[src/rtl/uc_multiciclo.sv]
// Multicycle control unit: FETCH/DECODE/EXEC/MEM/WB/TRAP sequencer with
// memory wait timeout, sticky timeout flag and retired-instruction counter.
module uc_multiciclo #(
  parameter int OPCODE_W = 6,
  parameter int ALUOP_W  = 2,
  parameter int WAIT_MAX = 15,
  parameter int CNT_W    = 16
) (
  input  logic                clk,
  input  logic                rst_n,
  input  logic [OPCODE_W-1:0] instrucao,
  input  logic                memReady,
  output logic                pcWrite,
  output logic                irWrite,
  output logic                iorD,
  output logic                regDst,
  output logic                aluSrcA,
  output logic                memtoReg,
  output logic                regWrite,
  output logic                memRead,
  output logic                memWrite,
  output logic                branch,
  output logic                branchNe,
  output logic                jump,
  output logic [1:0]          aluSrcB,
  output logic [ALUOP_W-1:0]  aluOp,
  output logic                trap,
  output logic                timeout,
  output logic [CNT_W-1:0]    retired,
  output logic [2:0]          estado
);

  localparam int WAIT_W = (WAIT_MAX < 2) ? 1 : $clog2(WAIT_MAX + 1);

  localparam logic [OPCODE_W-1:0] OP_R   = OPCODE_W'(6'b000000);
  localparam logic [OPCODE_W-1:0] OP_I   = OPCODE_W'(6'b000001);
  localparam logic [OPCODE_W-1:0] OP_LW  = OPCODE_W'(6'b100010);
  localparam logic [OPCODE_W-1:0] OP_LWI = OPCODE_W'(6'b100011);
  localparam logic [OPCODE_W-1:0] OP_SW  = OPCODE_W'(6'b101010);
  localparam logic [OPCODE_W-1:0] OP_BEQ = OPCODE_W'(6'b000100);
  localparam logic [OPCODE_W-1:0] OP_BNE = OPCODE_W'(6'b000110);
  localparam logic [OPCODE_W-1:0] OP_J   = OPCODE_W'(6'b010000);

  typedef enum logic [2:0] {
    S_FETCH  = 3'd0,
    S_DECODE = 3'd1,
    S_EXEC   = 3'd2,
    S_MEM    = 3'd3,
    S_WB     = 3'd4,
    S_TRAP   = 3'd5
  } state_t;

  state_t              r_state;
  state_t              w_state_next;
  logic [OPCODE_W-1:0] r_opcode;
  logic [WAIT_W-1:0]   r_wait;
  logic                r_timeout;
  logic [CNT_W-1:0]    r_retired;
  logic                w_legal;
  logic                w_wait_state;
  logic                w_timeout_hit;
  logic                w_retire;
  logic [1:0]          w_aluop;

  // Full-width compare, so any set bit above bit 5 makes the opcode illegal.
  always_comb begin
    w_legal = 1'b0;
    case (instrucao)
      OP_R, OP_I, OP_LW, OP_LWI, OP_SW, OP_BEQ, OP_BNE, OP_J: w_legal = 1'b1;
      default: w_legal = 1'b0;
    endcase
  end

  assign w_wait_state  = (r_state == S_FETCH) || (r_state == S_MEM);
  assign w_timeout_hit = w_wait_state && !memReady &&
                         (r_wait == WAIT_W'(WAIT_MAX - 1));

  assign w_retire = (r_state == S_WB) ||
                    ((r_state == S_MEM) && memReady && (r_opcode == OP_SW)) ||
                    ((r_state == S_EXEC) &&
                     ((r_opcode == OP_BEQ) || (r_opcode == OP_BNE) || (r_opcode == OP_J)));

  always_ff @(posedge clk or negedge rst_n) begin
    if (!rst_n) begin
      r_state <= S_FETCH;
    end else begin
      r_state <= w_state_next;
    end
  end

  always_comb begin
    w_state_next = r_state;
    case (r_state)
      S_FETCH: begin
        if (memReady)           w_state_next = S_DECODE;
        else if (w_timeout_hit) w_state_next = S_TRAP;
      end
      S_DECODE: w_state_next = w_legal ? S_EXEC : S_TRAP;
      S_EXEC: begin
        case (r_opcode)
          OP_R, OP_I, OP_LWI: w_state_next = S_WB;
          OP_LW, OP_SW:       w_state_next = S_MEM;
          default:            w_state_next = S_FETCH;
        endcase
      end
      S_MEM: begin
        if (memReady)           w_state_next = (r_opcode == OP_LW) ? S_WB : S_FETCH;
        else if (w_timeout_hit) w_state_next = S_TRAP;
      end
      S_WB:    w_state_next = S_FETCH;
      S_TRAP:  w_state_next = S_FETCH;
      default: w_state_next = S_FETCH;
    endcase
  end

  // Wait counter restarts on any state change, so entering FETCH/MEM sees 0.
  always_ff @(posedge clk or negedge rst_n) begin
    if (!rst_n) begin
      r_opcode  <= '0;
      r_wait    <= '0;
      r_timeout <= 1'b0;
      r_retired <= '0;
    end else begin
      if (r_state == S_DECODE) r_opcode <= instrucao;
      if (w_state_next != r_state)            r_wait <= '0;
      else if (w_wait_state && !memReady)     r_wait <= r_wait + 1'b1;
      if (w_timeout_hit)                      r_timeout <= 1'b1;
      if (w_retire)                           r_retired <= r_retired + 1'b1;
    end
  end

  always_comb begin
    pcWrite  = 1'b0;
    irWrite  = 1'b0;
    iorD     = 1'b0;
    regDst   = 1'b0;
    aluSrcA  = 1'b0;
    memtoReg = 1'b0;
    regWrite = 1'b0;
    memRead  = 1'b0;
    memWrite = 1'b0;
    branch   = 1'b0;
    branchNe = 1'b0;
    jump     = 1'b0;
    aluSrcB  = 2'b00;
    w_aluop  = 2'b00;
    trap     = 1'b0;
    case (r_state)
      S_FETCH: begin
        memRead = 1'b1;
        aluSrcB = 2'b01;
        // Fetch strobes are held off while reset is asserted.
        irWrite = memReady & rst_n;
        pcWrite = memReady & rst_n;
      end
      S_DECODE: begin
        aluSrcB = 2'b11;
        w_aluop = 2'b00;
      end
      S_EXEC: begin
        case (r_opcode)
          OP_R:         begin aluSrcA = 1'b1; aluSrcB = 2'b00; w_aluop = 2'b10; end
          OP_I:         begin aluSrcA = 1'b1; aluSrcB = 2'b10; w_aluop = 2'b10; end
          OP_LWI:       begin aluSrcA = 1'b1; aluSrcB = 2'b10; w_aluop = 2'b01; end
          OP_LW, OP_SW: begin aluSrcA = 1'b1; aluSrcB = 2'b10; w_aluop = 2'b00; end
          OP_BEQ:       begin aluSrcA = 1'b1; aluSrcB = 2'b00; w_aluop = 2'b01; branch = 1'b1; end
          OP_BNE:       begin aluSrcA = 1'b1; aluSrcB = 2'b00; w_aluop = 2'b01; branchNe = 1'b1; end
          OP_J:         begin jump = 1'b1; pcWrite = 1'b1; end
          default:      ;
        endcase
      end
      S_MEM: begin
        iorD     = 1'b1;
        memRead  = (r_opcode == OP_LW);
        memWrite = (r_opcode == OP_SW);
      end
      S_WB: begin
        regWrite = 1'b1;
        regDst   = (r_opcode == OP_R) || (r_opcode == OP_I);
        memtoReg = (r_opcode == OP_LW);
      end
      S_TRAP:  trap = 1'b1;
      default: ;
    endcase
  end

  assign aluOp   = ALUOP_W'(w_aluop);
  assign timeout = r_timeout;
  assign retired = r_retired;
  assign estado  = r_state;

endmodule

[config.mk]
export PLATFORM = sky130hd
export DESIGN_NAME = uc_multiciclo
export DESIGN_NICKNAME = d
export VERILOG_FILES = /design/src/rtl/uc_multiciclo.sv
export SDC_FILE = /design/constraint.sdc
export NUM_CORES = 1
export LEC_CHECK = 0
export ABC_CLOCK_PERIOD_IN_PS = 2800
export BUFFER_PORTS_ARGS = -buffer_cell sky130_fd_sc_hd__buf_4
export CAP_MARGIN = 20
export CORE_ASPECT_RATIO = 1.2
export CORE_MARGIN = 4
export CORE_UTILIZATION = 40
export CTS_CLUSTER_DIAMETER = 100
export DETAILED_ROUTE_END_ITERATION = 7
export SLEW_MARGIN = 25
export SYNTH_ARGS = -nofsm -noshare
export SYNTH_HDL_FRONTEND = slang
export SYNTH_SLANG_ARGS = --single-unit
[constraint.sdc]
create_clock -name clk -period 2.8 [get_ports clk]
set_clock_uncertainty 0.2 [all_clocks]
set_input_delay 0.56 -clock clk [delete_from_list [all_inputs] [get_ports clk]]
set_output_delay 0.56 -clock clk [all_outputs]
set_load 0.01 [all_outputs]
==> metrics <==
Cells after DPL=270; IO Pins=46; Post-DP HPWL=2.98 mm; register area share after synthesis=44.3%; crit start category=flip-flop; cell area after layout=2210 um^2; top cells by area, synth=dfrtp_1 (44%), xor2_1 (8.3%), nor2_1 (4.2%), nor3_2 (4.1%), nand2_1 (3.3%); leading cell types in the layout, fill and taps excluded=buf_4 (50), dfrtp_1 (30), nor2_1 (19); CP startpoint=estado[0]$_DFF_PN0_; Yosys top cell by area=dfrtp_1; Area after DPL=2110 um^2; slowest CP cell=or3b_4; max incr delay on CP=430 ps; data arrival time of the critical path=1970 ps; Final Util=55.2%; H-tree Lvls=2; # fillers=400; RePlAce Congestion=0.858; final setup fails=0; Core Region=4000 um^2; ys flop type=dfrtp_1; share of post-route cells with drive strength above 1=34.8%; WL met3=322 um; Cells after Synth=170; Nets=235; Peak supply drop=0.609 mV; first-pass GRT wire length=6.40 mm; input/output buffers=45; status=completed; final WL=3.90 mm; Avg Cell Area, Syn=9.96 um^2; initial antenna violation count=0; post-CTS setup buffer count=0; Final Max Tran Viols=0; PD cells=878 nW/um^2; final worst path period share=97.5%; CTS buffer count=5; dpl ws=299 ps; critical path class=reg2out; vias in the first global route=1382; minimum clock period=2730 ps; CP Cell Sequence=or3b_4 -> or3_4 -> or2_4 -> or3b_1 -> buf_4; Hold Vio Cnt, Final=0; Area growth syn-to-layout=30.5%; worst r2r src=r_opcode[2]$_DFFE_PN0P_; critical path peak fanout=5; nature of the critical path endpoint=output port; CTS Sinks=30; FF+latch count, synth=30; Synth warnings=0; clock root cell=clkbuf_8; R2R setup slack=530 ps; final setup margin=68.6 ps; routed wl met2=1.88 mm; max cap viols=0; DR iter-0 viols=138; Top Metal Used=met4; Crit path required time=2040 ps; CTS Buffer Depth=2; Vias/cell=5.13; Mapped Area=1690 um^2; clock latency on the worst-skew pair=270 ps; CTS clk-pin slew, worst paths=60 ps; Worst-Margin Slew=376 ps; number of remaining DRC errors=0; largest net degree at the start of global routing=31; most common cell after layout, fill and taps aside=buf_4; number of flops mapped to enable cells by yosys=0; TritonCTS clock tree=yes; Synth top area share=44.3%; Horiz. Die Dim=67.4 um; Max Clk Rate=0.366 GHz; via count=1426; wire per inst=14.0 um; total gr overflow=0; fraction of registers with async set/reset=100%; PnR Total Power=1.94 mW; worst hold path class=in2async; Total GRT Usage=15.9%; Yosys cell types=34; leak pwr=1.00 nW; Initial Util=42.3%; r2r endpoint=retired[15]$_DFFE_PN0P_; hold buffer count at cts=0; n_diodes=0; Synthesized Nets=182; die height=79.3 um; Die ar.=5340 um^2; final antenna-violating net count=0; Met1 Wirelength=1.63 mm; Rel. slew slack=75.0%; drt first pass iters=4; non-filler cells in the finished layout=278; Core Rows=25; Worst Setup EP=aluSrcA; worst reg-to-reg path cell count=5
-- metrics by stage --
stage / hold slack (ps) / setup TNS, ps
after floorplan: 64.4 / 0
final: 117 / 0
after global routing: 141 / -0.875
after global placement: 255 / 0
after detailed placement: 263 / 0
after CTS: 119 / 0
-- critical path, delay by kind of cell (launching register included) --
kind | cells | cell delay, ps
and+or+nand+nor | 4 | 1230
DFF | 1 | 380
buffers and inverters | 1 | 110
-- worst min-delay path by stage --
stage,start,end,cells after the start
after global routing,rst_n,retired[7]$_DFFE_PN0P_,2
final,rst_n,retired[11]$_DFFE_PN0P_,2
after global placement,timeout$_DFFE_PN0P_,timeout$_DFFE_PN0P_,1
after floorplan,rst_n,estado[0]$_DFF_PN0_,0
after detailed placement,timeout$_DFFE_PN0P_,timeout$_DFFE_PN0P_,1
after CTS,rst_n,retired[5]$_DFFE_PN0P_,2
-- what timing repair did --
action                                  4_1_cts  5_1_grt
endpoints found under the setup margin        1        4
endpoints found under the hold margin         0        0
gates resized for setup                       1        2
-- layout make-up --
cell class / instances / area (um^2) / area share, %
Clock buffer: 7 / 86.3 / 3.91
Multi-Input combinational cell: 130 / 902 / 40.8
Sequential cell: 30 / 751 / 34.0
Timing Repair Buffer: 50 / 375 / 17.0
Clock inverter: 1 / 5.00 / 0.227
Tap cell: 54 / 67.6 / 3.06
Inverter: 6 / 22.5 / 1.02
-- kinds of logic after synthesis --
group	count (synthesis)	share of synthesized area, %
AND/OR/NAND/NOR	86	29.3
flip-flops	30	44.3
XOR/XNOR	19	9.83
AO/OA/AOI/OAI	17	7.91
buffers and inverters	10	3.10
multiplexers	5	3.33
adder cells (fa/ha/maj)	3	2.22
-- registers in the layout, summed over array words and instances (netlist names) --
name,cells
retired,16
r_opcode,6
r_wait,4
estado,3
timeout,1
-- synthesized netlist by cell type, types with 4 or more instances --
library cell and instances:
dfrtp_1 30, nor2_1 19, xor2_1 16, nand2_1 15, nand3_1 8, nor3_1 8
nor3_2 7, inv_1 6, nand2b_1 5, or3_1 5, and3_1 4, mux2_2 4
o21ai_0 4
-- layer usage --
layer | track usage, % | vias up
met1 | 18.4 | 664
met2 | 26.3 | 61
met5 | 0 | -
li1 | - | 694
met3 | 5.52 | 7
met4 | 6.29 | 0
-- power by group --
part	total, mW	internal, mW	switching [mW]
combinational	0.874	0.426	0.448
sequential	0.719	0.563	0.156
clock	0.347	0.198	0.149
Power figures use the tool's default switching activity.
